**config.mk**
```make
export PLATFORM = sky130hd
export DESIGN_NAME = ysyx_23060020_lsu
export DESIGN_NICKNAME = d
export VERILOG_FILES = /design/src/rtl/ysyx_23060020_lsu.sv
export SDC_FILE = /design/constraint.sdc
export NUM_CORES = 1
export LEC_CHECK = 0
export CORE_MARGIN = 10
export CORE_UTILIZATION = 47
export DETAILED_ROUTE_END_ITERATION = 8
export PLACE_DENSITY = 0.89
export SKIP_LAST_GASP = 1
export SLEW_MARGIN = 20
export SYNTH_ARGS = -nofsm -noshare
export SYNTH_HDL_FRONTEND = slang
export SYNTH_SLANG_ARGS = --single-unit
```
**constraint.sdc**
```tcl
create_clock -name clk -period 3.05 [get_ports clk]
set_input_delay 0.305 -clock clk [delete_from_list [all_inputs] [get_ports clk]]
set_output_delay 0.305 -clock clk [all_outputs]
set_load 0.1 [all_outputs]
```
**src/rtl/ysyx_23060020_lsu.sv**
```systemverilog
// Load/store unit: one RV32 load/store per handshake against a word-wide
// memory port with combinational read and full-word write. Sub-word stores
// are read-modify-write; misaligned/illegal requests answer with an error
// and never touch memory.
module ysyx_23060020_lsu (
  input  logic        clk,
  input  logic        rst,
  input  logic        in_valid,
  output logic        in_ready,
  input  logic        in_wen,
  input  logic [2:0]  in_funct3,
  input  logic [31:0] in_addr,
  input  logic [31:0] in_wdata,
  input  logic [4:0]  in_rd,
  output logic        out_valid,
  input  logic        out_ready,
  output logic [31:0] out_rdata,
  output logic [4:0]  out_rd,
  output logic        out_err,
  output logic        mem_valid,
  output logic        mem_wen,
  output logic [31:0] mem_addr,
  output logic [31:0] mem_wdata,
  input  logic [31:0] mem_rdata
);

  typedef enum logic [1:0] {IDLE, RD, WR, RESP} state_t;

  state_t      state_q, state_d;
  logic [1:0]  addr_lo_q, addr_lo_d;
  logic [31:0] wdata_q, wdata_d;
  logic [2:0]  funct3_q, funct3_d;
  logic        wen_q, wen_d;
  logic [4:0]  rd_q, rd_d;
  logic        err_q, err_d;
  logic [31:0] rdata_q, rdata_d;
  logic        mem_valid_q, mem_valid_d;
  logic        mem_wen_q, mem_wen_d;
  logic [31:0] mem_addr_q, mem_addr_d;
  logic [31:0] mem_wdata_q, mem_wdata_d;

  logic        req_illegal;
  logic        req_misaligned;
  logic [31:0] shifted;
  logic [31:0] load_val;
  logic [31:0] merged;

  assign in_ready = (state_q == IDLE) && !rst;

  // Classify the incoming request before it is accepted.
  always_comb begin
    if (in_wen) begin
      req_illegal = in_funct3[2] || (in_funct3[1:0] == 2'b11);
    end else begin
      req_illegal = (in_funct3 == 3'b011) || (in_funct3 == 3'b110) ||
                    (in_funct3 == 3'b111);
    end
    req_misaligned = ((in_funct3[1:0] == 2'b01) && in_addr[0]) ||
                     ((in_funct3[1:0] == 2'b10) && (in_addr[1:0] != 2'b00));
  end

  // Lane extraction for loads and lane merge for sub-word stores, both
  // straight from the combinational read data during the RD cycle, so the
  // read word never needs its own buffer register.
  always_comb begin
    shifted = mem_rdata >> {addr_lo_q, 3'b000};
    case (funct3_q)
      3'b000:  load_val = {{24{shifted[7]}}, shifted[7:0]};
      3'b001:  load_val = {{16{shifted[15]}}, shifted[15:0]};
      3'b100:  load_val = {24'd0, shifted[7:0]};
      3'b101:  load_val = {16'd0, shifted[15:0]};
      default: load_val = shifted;
    endcase
    merged = mem_rdata;
    if (funct3_q[0]) begin
      merged[{addr_lo_q[1], 4'b0000} +: 16] = wdata_q[15:0];
    end else begin
      merged[{addr_lo_q, 3'b000} +: 8] = wdata_q[7:0];
    end
  end

  // Next-state logic; memory controls are computed one cycle early so the
  // port sees registered values for the whole access cycle.
  always_comb begin
    state_d     = state_q;
    addr_lo_d   = addr_lo_q;
    wdata_d     = wdata_q;
    funct3_d    = funct3_q;
    wen_d       = wen_q;
    rd_d        = rd_q;
    err_d       = err_q;
    rdata_d     = rdata_q;
    mem_valid_d = 1'b0;
    mem_wen_d   = 1'b0;
    mem_addr_d  = mem_addr_q;
    mem_wdata_d = mem_wdata_q;
    case (state_q)
      IDLE: begin
        if (in_valid && in_ready) begin
          addr_lo_d  = in_addr[1:0];
          wdata_d    = in_wdata;
          funct3_d   = in_funct3;
          wen_d      = in_wen;
          rd_d       = in_rd;
          rdata_d    = 32'd0;
          err_d      = 1'b0;
          mem_addr_d = {in_addr[31:2], 2'b00};
          if (req_illegal || req_misaligned) begin
            err_d   = 1'b1;
            state_d = RESP;
          end else if (in_wen && (in_funct3 == 3'b010)) begin
            mem_valid_d = 1'b1;
            mem_wen_d   = 1'b1;
            mem_wdata_d = in_wdata;
            state_d     = WR;
          end else begin
            mem_valid_d = 1'b1;
            state_d     = RD;
          end
        end
      end
      RD: begin
        if (wen_q) begin
          mem_valid_d = 1'b1;
          mem_wen_d   = 1'b1;
          mem_wdata_d = merged;
          state_d     = WR;
        end else begin
          rdata_d = load_val;
          state_d = RESP;
        end
      end
      WR: begin
        state_d = RESP;
      end
      RESP: begin
        if (out_ready) begin
          state_d = IDLE;
        end
      end
      default: state_d = IDLE;
    endcase
  end

  // State and datapath registers with synchronous reset.
  always_ff @(posedge clk) begin
    if (rst) begin
      state_q     <= IDLE;
      addr_lo_q   <= 2'd0;
      wdata_q     <= 32'd0;
      funct3_q    <= 3'd0;
      wen_q       <= 1'b0;
      rd_q        <= 5'd0;
      err_q       <= 1'b0;
      rdata_q     <= 32'd0;
      mem_valid_q <= 1'b0;
      mem_wen_q   <= 1'b0;
      mem_addr_q  <= 32'd0;
      mem_wdata_q <= 32'd0;
    end else begin
      state_q     <= state_d;
      addr_lo_q   <= addr_lo_d;
      wdata_q     <= wdata_d;
      funct3_q    <= funct3_d;
      wen_q       <= wen_d;
      rd_q        <= rd_d;
      err_q       <= err_d;
      rdata_q     <= rdata_d;
      mem_valid_q <= mem_valid_d;
      mem_wen_q   <= mem_wen_d;
      mem_addr_q  <= mem_addr_d;
      mem_wdata_q <= mem_wdata_d;
    end
  end

  assign out_valid = (state_q == RESP);
  assign out_rdata = rdata_q;
  assign out_rd    = rd_q;
  assign out_err   = err_q;

  // Memory port is silenced while reset is held so an in-flight write is
  // never issued during a reset cycle.
  assign mem_valid = mem_valid_q && !rst;
  assign mem_wen   = mem_wen_q && !rst;
  assign mem_addr  = rst ? 32'd0 : mem_addr_q;
  assign mem_wdata = rst ? 32'd0 : mem_wdata_q;

endmodule

```
## Word level (Yosys, flattened, before mapping)

Cells that the tools add are included.

- Logic and storage cells: 89
- Register bits after elaboration: 126
- Input bits: 109
- Output and inout port bits: 106

- Equal/unequal tests: 19
- Add/subtract/negate cells: 2
- Mux-type cells: 30
- Shift operators: 5
- Reductions and logical operators: 21

Operators with widths:

| kind | count |
|---|---|
| 2-to-1 mux 32 bit | 9 |
| one-hot mux 32 bit (2 select lines) | 2 |
| one-hot mux 32 bit (4 select lines) | 1 |
| bitwise mux 32 bit | 2 |
| variable shift 16 x 7 -> 32 bit (first input constant) | 1 |
| variable shift 8 x 7 -> 32 bit (first input constant) | 1 |
| indexed part select 16 x 7 -> 32 bit | 1 |
| indexed part select 8 x 7 -> 32 bit | 1 |
| right shift 32 x 5 -> 32 bit | 1 |
| negator 5 -> 7 bit | 2 |
| equality test 3 bit (second input constant) | 4 |
| 2-to-1 mux 1 bit | 9 |
| equality test 2 bit (second input constant) | 4 |
| 2-to-1 mux 2 bit | 4 |
| one-hot mux 2 bit (4 select lines) | 1 |
| logical AND 1 bit | 7 |
| equality test 3 x 2 -> 1 bit (second input constant) | 2 |
| != test 2 x 1 -> 1 bit (second input constant) | 3 |
| != test 2 bit (second input constant) | 3 |
| logical OR 1 bit | 5 |
| AND reduction 5 bit | 1 |
| equality test 2 x 1 -> 1 bit (second input constant) | 2 |
| one-hot mux 1 bit (2 select lines) | 2 |
| AND reduction 2 bit | 2 |
| other kinds (6) | 7 |

## Logic depth before layout (Yosys ltp)

Gate-level depths: netlist (run 1).

- Depth after elaboration: 8
- Depth in mapped cells: 9
- Gate-level depth less buffers: 6

## Worst setup path before layout (run 1)

Ideal clock, no wire load.

- Path type: register to register
- Start: register state_q[0]
- End: register err_q, in the netlist out_err
- Path slack: 432 ps
- Arrival: 2484 ps
- Cell stages (with the launch flop): 8
- Cells stage by stage: dfxtp_1 > inv_1 > ha_1 > clkbuf_2 > nor2b_1 > nand2_1 > nand3_1 > o21ai_0

- Longest elaborated chain between the ends: 4

RTL lines:

| what | RTL line | source |
|---|---|---|
| start, declared | 29 | `state_t state_q, state_d;` |
| start signal, assigned | 161 | `state_q <= state_d;` |
| logical NOT 2 bit | 48 | `assign in_ready = (state_q == IDLE) && !rst;` |
| logical AND 1 bit | 48 |  |
| via in_ready | 9 | `output logic in_ready,` |
| logical AND 1 bit | 99 | `if (in_valid && in_ready) begin` |
| AND reduction 2 bit (no source line) | - |  |
| end signal, assigned | 167 | `err_q <= err_d;` |
| end, declared | 35 | `logic err_q, err_d;` |

The timed path passes the listed nets, and every way through them passes these cells.
A chain may end at the register's enable or synchronous reset.

## Worst setup path after layout (run 1)

- Start: register addr_lo_q[1]
- End: register mem_wdata_q[17]

- Longest elaborated chain between the ends: 6
- Elaborated cells between the ends (all ways): 11
- Those cells by class: 2 x add/sub; 4 x shift; 5 x mux

RTL lines:

| what | RTL line | source |
|---|---|---|
| start, declared | 30 | `logic [1:0] addr_lo_q, addr_lo_d;` |
| start signal, assigned | 162 | `addr_lo_q <= addr_lo_d;` |
| negator 5 -> 7 bit, on equally long branches | 76, 78 |  |
| indexed part select 16 x 7 -> 32 bit (tied with other cells) | 76 | `merged[{addr_lo_q[1], 4'b0000} +: 16] = wdata_q[15:0];` |
| bitwise mux 32 bit, on equally long branches | 76, 78 |  |
| 2-to-1 mux 32 bit (*) | 75 | `if (funct3_q[0]) begin` |
| 2-to-1 mux 32 bit (*) | 123 | `if (wen_q) begin` |
| one-hot mux 32 bit (2 select lines) (*) | 97 | `case (state_q)` |
| end signal, assigned | 172 | `mem_wdata_q <= mem_wdata_d;` |
| end, declared | 40 | `logic [31:0] mem_wdata_q, mem_wdata_d;` |

Mark *: on every way between the ends. The rest lies on a longest branch, timed or not. The select of a mux whose other input is x is not followed.

==> flow_metrics.tcl, run 1 <==
set metrics [dict create \
    status "finished clean" \
    ys.flop_type "dfxtp_1" \
    ios 215 \
    grt_pass1_vias 6249 \
    antenna_cells 0 \
    die-area_sq_um 19150 \
    antenna_left 0 \
    finalHoldViolations 0 \
    synth.distinct_cells 50 \
    layout_min_cycle_time_ns 2.655 \
    synth_common_cells "dfxtp_1, nor2b_1, nand2_1" \
    worst_pin_slew_ns 0.9850 \
    netlist_area_sq_um 6588 \
    cts_max_level 4 \
    peakVddDrop_mv 0.6966 \
    p_leak_nw 3.679 \
    cts_setup_buffers 0 \
    final-setup-viol-count 0 \
    synth_area_per_cell_sq_um 9.533 \
    grt_max_degree 86 \
    yosysWarnings 0 \
    syn_to_final_growth_pct 38.20 \
    hold_path.class "input port to register" \
    cts_tree "built" \
    grt_use_total_pct 22.87 \
    synth_top_area_share_pct 38.29 \
    routedWlPerCell_um 21.24 \
    dpl-instance-area_sq_um 8539 \
    synth_most_common_cell "dfxtp_1" \
    dp.cells 1039 \
    slew_headroom_pct 34.13 \
    gp_congestion 0.9503 \
    arrival_ns 3.03 \
    root_buffer "clkbuf_16" \
    clk_pin_slew_ns 0.06 \
    grt_first_pass_wirelength_um 35510 \
    whs_path_depth 2 \
    fin_util_pct 65.84 \
    cp_max_fo 12 \
    yosys-top-cells-area "dfxtp_1, mux2_2, nor2b_1" \
    place_ws_ns 0.5323 \
    synth-edff-count 0 \
    vias_per_cell 5.940 \
    num_rows 43 \
    wl_um 22750 \
    vias 6362 \
    critPathLaunchType "register" \
    timing.final.crit_share_pct 87.04 \
    cts_num_sinks 126 \
    die_y_um 138.4 \
    synthCells 691 \
    p_per_area_nw_per_um2 936.8 \
    clockBufferDepth 2 \
    ys_ff_latch 126 \
    finalWorstSetupSlack_ns 0.3954 \
    clock-skew-final_ns 0.01035 \
    fin_tns_setup_ns 0 \
    cap_violations 0 \
    fmax_ghz 0.3767 \
    core_sq_um 13830 \
    yosysTopAreaCell "dfxtp_1" \
    cts_resized 0 \
    die_x_um 138.4 \
    clk_latency_ns 0.43 \
    required_ns 3.43 \
    layoutNonFillerInstCount 1071 \
    finalPower_mw 8.529 \
    fin_area_sq_um 9104 \
    finalNetCount 997 \
    antenna_found_initial 0 \
    cts_buffers 17 \
    post-dp-hpwl_um 16710 \
    cts_hold_buf 0 \
    synth-async-reset-ratio_pct 0 \
    portBuffers 212 \
    first_iter_violations 677 \
    rsz0062_at_grt "no" \
    initial_core_util_pct 47.64 \
    grt_overflow 0 \
    drive_above_1_share_pct 24.35 \
    fill_cells 1070 \
    maxSlewViolCount 0 \
    drc_errors 0 \
    end_kind "register" \
    holdWs_ns 0.3750 \
    worst-setup-path-type "register to register" \
    reg2regPathDepth 9 \
    first_pass_iters 8 \
    yosysSeqAreaShare_pct 38.29 \
]
==> where the power goes <==
group | switching, mW | internal [mW]
logic | 3.01 | 1.27
clock network | 0.820 | 1.13
registers | 0.217 | 2.08
==> logic make-up (layout without fill, tap and decap cells) <==
kind of cell	count (synthesis)	in the layout	synth area share, %
other	1	2	0.05693
xor gates and xnor gates	1	1	0.1330
and+or+nand+nor	217	217	16.98
buffers and inverters	70	269	4.900
adders and majority gates	10	10	1.899
muxes	103	103	18.33
AOI/OAI and AO/OA	163	163	19.41
DFF	126	126	38.29
==> registers in the layout, indices dropped and copies added (netlist names) <==
signal and cells:
addr_lo_q 2, funct3_q 3, mem_addr_q 30, mem_valid_q 1, mem_wdata_q 32, mem_wen_q 1, out_err 1, out_rd 5
out_rdata 32, state_q 2, wdata_q 16, wen_q 1
==> routing by layer <==
metal / vias to the layer above / GRT usage, % / wire length, um
met5: - / 0 / 0
met4: 0 / 10.27 / 714
met3: 55 / 8.904 / 2822
met2: 387 / 35.32 / 10390
met1: 2995 / 27.52 / 8819
li1: 2925 / - / -
==> path summary, 6_finish.rpt <==
kind | startpoint | to | slack (ns)
max | addr_lo_q[1]$_SDFFE_PP0P_ | mem_wdata_q[17]$_SDFFE_PP0P_ | 0.40
min | rst | out_rdata[3]$_SDFFE_PP0P_ | 0.37
max reg2reg | addr_lo_q[1]$_SDFFE_PP0P_ | mem_wdata_q[17]$_SDFFE_PP0P_ | 0.40
min reg2reg | out_rd[0]$_SDFFE_PP0P_ | out_rd[0]$_SDFFE_PP0P_ | 0.46
==> critical path, stage by stage, from the launching register on <==
cell and delay (ns):
dfxtp_2 0.47, inv_1 0.15, buf_4 0.20, ha_1 0.23
nor4bb_1 0.28, buf_4 0.20, a221oi_1 0.07, a2111oi_0 0.63
buf_4 0.23, mux2_2 0.14
==> layout make-up <==
| cell class | count | area [sq um] | area share (%) |
|---|---|---|---|
| well taps | 180 | 225.2 | 2.474 |
| inverters | 9 | 33.78 | 0.3711 |
| clock inverters | 15 | 138.9 | 1.526 |
| multi-input cells | 496 | 3747 | 41.16 |
| flip-flops and latches | 126 | 2524 | 27.72 |
| repair buffers | 228 | 2009 | 22.07 |
| clock buffers | 17 | 425.4 | 4.673 |
==> placed cells by master, fill, tap and decap left out, drive strengths merged, types with 2 or more instances in the layout <==
cell / n
and2: 3
mux2: 71
inv: 14
a211oi: 17
nand2b: 4
buf: 109
nor2: 49
clkinvlp: 4
a21oi: 11
ha: 10
clkdlybuf4s50: 119
conb: 2
and4b: 2
o31ai: 2
a221oi: 32
nand3: 2
clkbuf: 17
nor3: 4
a211o: 9
nor4bb: 3
nand2: 67
a22oi: 7
a2111oi: 32
mux4: 7
o21ai: 28
clkinv: 5
a32oi: 2
mux2i: 25
or3: 2
a221o: 16
dfxtp: 126
nor2b: 76
o211ai: 2
(Power assumes the default switching activity.)
==> run 2: changes to the inputs <==
--- a/config.mk
+++ b/config.mk
@@ -8,7 +8,7 @@
 export CORE_MARGIN = 10
 export CORE_UTILIZATION = 47
 export DETAILED_ROUTE_END_ITERATION = 8
-export PLACE_DENSITY = 0.89
+export PLACE_DENSITY = 0.83
 export SKIP_LAST_GASP = 1
 export SLEW_MARGIN = 20
 export SYNTH_ARGS = -nofsm -noshare
==> flow_metrics.tcl, run 2 (synthesis gave the netlist of run 1 again) <==
set metrics [dict create \
    vias 6283 \
    status "finished clean" \
    gr-usage-met1_pct 26.57 \
    use_met2_pct 34.44 \
    ios 215 \
    slew_headroom_pct 34.34 \
    clk_pin_slew_ns 0.05 \
    layout_min_cycle_time_ns 2.452 \
    fin_util_pct 65.94 \
    peakVddDrop_mv 0.5386 \
    hold_path.class "input port to register" \
    slowest_stage "and2_1" \
    grt_pass1_vias 6259 \
    first_iter_violations 668 \
    clk_latency_ns 0.43 \
    die-area_sq_um 19150 \
    cts_max_level 4 \
    root_buffer "clkbuf_16" \
    cap_violations 0 \
    worst-setup-path-type "register to register" \
    maxSlewViolCount 0 \
    final-setup-viol-count 0 \
    cp_cell_sequence "inv_1 > ha_1 > and2_1 > a211o_1 > and2_1 > a221o_1" \
    crit_family "compound AO/OA/AOI/OAI gates" \
    arrival_ns 2.76 \
    antenna_left 0 \
    worst_pin_slew_ns 0.9819 \
    cts_hold_buf 0 \
    num_rows 43 \
    vias_per_cell 5.872 \
    fmax_ghz 0.4079 \
    cts_setup_buffers 0 \
    initial_core_util_pct 47.64 \
    cts_buffers 17 \
    post-dp-hpwl_um 16450 \
    p_leak_nw 3.704 \
    die_x_um 138.4 \
    rsz0062_at_grt "no" \
    portBuffers 212 \
    core_sq_um 13830 \
    antenna_found_initial 0 \
    cpMostUsedCell "and2_1" \
    layout_common_cells "dfxtp_1, clkdlybuf4s50_1, buf_4" \
    critical_path.max_stage_delay_ns 0.49 \
    drive_above_1_share_pct 24.27 \
    clock-skew-final_ns 0.01182 \
    grt_overflow 0 \
    worst-path-buf-inv 1 \
    finalHoldViolations 0 \
    clockBufferDepth 2 \
    finalNetCount 998 \
    cts_num_sinks 126 \
    p_per_area_nw_per_um2 937.0 \
    layout_commonest_cell "dfxtp_1" \
    drc_errors 0 \
    cp_max_fo 23 \
    syn_to_final_growth_pct 38.40 \
    wl_um 22320 \
    busiest_layer "met2" \
    end_kind "register" \
    required_ns 3.36 \
    grt_max_degree 86 \
    first_pass_iters 6 \
    grt_first_pass_wirelength_um 34740 \
    cts_resized 0 \
    antenna_cells 0 \
    cts_tree "built" \
    die_y_um 138.4 \
    grt_util_met3_pct 9.212 \
    grt_use_total_pct 22.22 \
    timing.final.crit_share_pct 80.39 \
    critPathLaunchType "register" \
    fin_tns_setup_ns 0 \
    routedWlPerCell_um 20.86 \
    gp_congestion 0.9025 \
]
## run 2: cell types whose count changed in the layout (fill, tap and decap cells not counted), sizes merged
| cell | delta |
|---|---|
| inv | -5 |
| bufinv | +1 |
| clkbuf | +6 |
| clkdlybuf4s50 | -3 |
| clkinv | -1 |
| buf | +4 |
| clkinvlp | -3 |
## run 2: final timing paths
path / start / cells past startpoint / slack, ns / endpoint
setup / recovery: state_q[1]$_SDFFE_PP0P_ / 6 / 0.60 / out_rdata[19]$_SDFFE_PP0P_
hold / removal: in_rd[1] / 3 / 0.44 / out_rd[1]$_SDFFE_PP0P_
setup reg to reg: state_q[1]$_SDFFE_PP0P_ / 6 / 0.60 / out_rdata[19]$_SDFFE_PP0P_
hold reg to reg: out_rd[1]$_SDFFE_PP0P_ / 2 / 0.46 / out_rd[1]$_SDFFE_PP0P_
## run 2: per-layer routing
layer | vias up | part of all wire [%]
met5 | - | 0
met4 | 0 | 2.7
met3 | 44 | 12
met2 | 344 | 45
met1 | 2958 | 40
li1 | 2937 | -
## run 2: final cells by class
cell class,instances,area (sq um)
repair buffers,229,2022
clock inverters,7,87.58
clock buffers,23,478.0
flip-flops and latches,126,2524
fillers,1118,4710
multi-input cells,496,3747
well taps,180,225.2
inverters,9,33.78
## run 2: power breakdown
group	internal, mW	switching, mW
Clock	1.25	0.720
Sequential	2.08	0.220
Combinational	1.28	2.99
## run 2: metrics by stage
step           hold WS [ns]  area (sq um)  worst slack, ns  total power [mW]  std cells
2_1_floorplan        0.4135          6591           0.4325             5.609        692
3_3_place_gp         0.4439          8552           0.6431             6.515       1040
3_5_place_dp         0.4557          8552           0.6166             6.573       1040
4_1_cts              0.4334          9117           0.6063             8.540       1070
5_1_grt              0.4328          9117           0.4044             8.894       1070
6_report             0.4398          9117           0.5982             8.543       1070
## run 2: worst min-delay path, cell delays in order
cell and delay (ns):
clkdlybuf4s50_1 0.39, nand2_1 0.05, o21ai_0 0.06
==> run 3: changes to the inputs <==
--- a/config.mk
+++ b/config.mk
@@ -6,9 +6,9 @@
 export NUM_CORES = 1
 export LEC_CHECK = 0
 export CORE_MARGIN = 10
-export CORE_UTILIZATION = 47
+export CORE_UTILIZATION = 42
 export DETAILED_ROUTE_END_ITERATION = 8
-export PLACE_DENSITY = 0.83
+export PLACE_DENSITY = 0.79
 export SKIP_LAST_GASP = 1
 export SLEW_MARGIN = 20
 export SYNTH_ARGS = -nofsm -noshare
==> constraint.sdc (replaced) <==
create_clock -name clk -period 2.23 [get_ports clk]
set_input_delay 0.223 -clock clk [delete_from_list [all_inputs] [get_ports clk]]
set_output_delay 0.223 -clock clk [all_outputs]
set_load 0.1 [all_outputs]
==> flow_metrics.tcl, run 3 (synthesis gave the netlist of run 1 again) <==
set metrics [dict create \
    initial_core_util_pct 43.01 \
    slowest_stage "a2111oi_1" \
    peakVddDrop_mv 0.8661 \
    portBuffers 212 \
    cp_cell_sequence "inv_1 > ha_1 > nor4bb_1 > buf_4 > a221oi_1 > a2111oi_1 > buf_4 > mux2_2" \
    die-area_sq_um 21090 \
    timing.rr.start "addr_lo_q[0]$_SDFFE_PP0P_" \
    num_rows 45 \
    finalHoldViolations 0 \
    cp_max_fo 8 \
    cts_tree "built" \
    required_ns 2.59 \
    rsz0062_at_grt "no" \
    worst-setup-path-type "register to register" \
    clk_pin_slew_ns 0.06 \
    final-setup-viol-count 0 \
    post-dp-hpwl_um 17100 \
    end_kind "register" \
    cts_max_level 4 \
    antenna_left 0 \
    grt_use_total_pct 20.76 \
    die_y_um 145.2 \
    critical_path.max_stage_delay_ns 0.41 \
    die_x_um 145.2 \
    cts_buffers 17 \
    syn_to_final_growth_pct 52.73 \
    cpMostUsedCell "buf_4" \
    vias_per_cell 5.674 \
    dp.cells 1099 \
    first_pass_iters 5 \
    cap_violations 0 \
    cts_num_sinks 126 \
    hold_path.class "input port to register" \
    root_buffer "clkbuf_16" \
    wl_um 23300 \
    grt_max_degree 86 \
    clock-skew-final_ns 0.005507 \
    finalPower_mw 12.74 \
    grt_first_pass_wirelength_um 35370 \
    first_iter_violations 669 \
    grt_pass1_vias 6234 \
    p_per_area_nw_per_um2 1266 \
    status "finished clean" \
    clockBufferDepth 2 \
    critPathLaunchType "register" \
    drive_above_1_share_pct 29.28 \
    timing.final.crit_share_pct 97.06 \
    finalWorstSetupSlack_ns 0.06563 \
    ios 215 \
    vias 6434 \
    drc_errors 0 \
    slew_headroom_pct 41.81 \
    place_ws_ns -0.1461 \
    rr_endpoint "mem_wdata_q[1]$_SDFFE_PP0P_" \
    routedWlPerCell_um 20.54 \
    fin_tns_setup_ns 0 \
    core_sq_um 15310 \
    worstHoldStart "rst" \
    hold_end "mem_wen_q$_SDFF_PP0_" \
    fin_util_pct 65.69 \
    maxSlewViolCount 0 \
    worst_pin_slew_ns 0.8690 \
    fmax_ghz 0.4620 \
    p_leak_nw 4.040 \
    antenna_found_initial 1 \
    layout_commonest_cell "dfxtp_1" \
    whs_path_depth 2 \
    finalNetCount 1028 \
    reg2regPathDepth 8 \
    layoutNonFillerInstCount 1134 \
    arrival_ns 2.53 \
    layout_min_cycle_time_ns 2.164 \
    rrSetupSlack_ns 0.07 \
    layout_common_cells "dfxtp_1, clkdlybuf4s50_1, buf_4" \
    gp_congestion 0.8864 \
    clk_latency_ns 0.42 \
    grt_overflow 0 \
]
[run 3: cell types whose count changed in the layout (fill, tap and decap cells not counted), sizes merged]
| cell | before | now |
|---|---|---|
| bufinv | 2 | 4 |
| clkbuf | 23 | 17 |
| clkinvlp | 1 | 3 |
| clkdlybuf4s50 | 116 | 107 |
| buf | 113 | 152 |
| inv | 9 | 13 |
| diode | 0 | 1 |
[run 3: worst max path at each step]
stage,from,endpoint,slack (ns),cells after the start
after floorplan,rst,mem_addr_q[10]$_SDFFE_PP0P_,-0.18,4
after global placement,addr_lo_q[0]$_SDFFE_PP0P_,mem_wdata_q[30]$_SDFFE_PP0P_,-0.07,8
after detailed placement,addr_lo_q[0]$_SDFFE_PP0P_,mem_wdata_q[30]$_SDFFE_PP0P_,-0.15,8
after CTS,addr_lo_q[1]$_SDFFE_PP0P_,mem_wdata_q[4]$_SDFFE_PP0P_,0.009,8
after global routing,addr_lo_q[0]$_SDFFE_PP0P_,mem_wdata_q[7]$_SDFFE_PP0P_,0.002,8
final,addr_lo_q[0]$_SDFFE_PP0P_,mem_wdata_q[1]$_SDFFE_PP0P_,0.07,8
[run 3: stage by stage]
stage | area, sq um | hold slack (ns)
final | 10060 | 0.04454
after global routing | 10060 | 0.04166
after CTS | 9977 | 0.03114
after detailed placement | 9331 | 0.4541
after global placement | 9331 | 0.4460
after floorplan | 6595 | 0.3315
[run 3: area by class of cell]
cell class / instances / area (sq um)
Tap cell: 211 / 264.0
Clock buffer: 17 / 425.4
Multi-Input combinational cell: 496 / 3812
Timing Repair Buffer: 259 / 2788
Inverter: 9 / 33.78
Fill cell: 1251 / 5254
Antenna cell: 1 / 2.502
Sequential cell: 126 / 2524
Clock inverter: 15 / 211.5
[run 3: what timing repair did]
item | 4_1_cts | 5_1_grt
gates resized for setup | 4 | 16
endpoints found under the hold margin | 0 | 0
endpoints found under the setup margin | 3 | 39
pin swaps | 0 | 5
buffers inserted | 0 | 2
hold buffers | 0 | 0
[run 3: metal layers]
layer | routed length, um | vias up | global-route usage (%)
li1 | - | 2999 | -
met1 | 9281 | 3035 | 24.86
met2 | 10700 | 356 | 32.13
met3 | 2883 | 44 | 10.03
met4 | 437 | 0 | 6.421
met5 | 0 | - | 0
[run 3: power breakdown]
part | switching, mW | total (mW) | internal, mW
Combinational | 4.30 | 6.63 | 2.33
Sequential | 0.270 | 3.12 | 2.85
Clock | 1.10 | 2.99 | 1.89
Total | 5.67 | 12.7 | 7.07
[run 3: critical path, delay by kind of cell (launching register included)]
family	cells	cell delay [ns]
fa+ha+maj	1	0.26
simple gates	1	0.36
mux	1	0.14
buf+inv	3	0.56
flops	1	0.31
compound gates	2	0.49
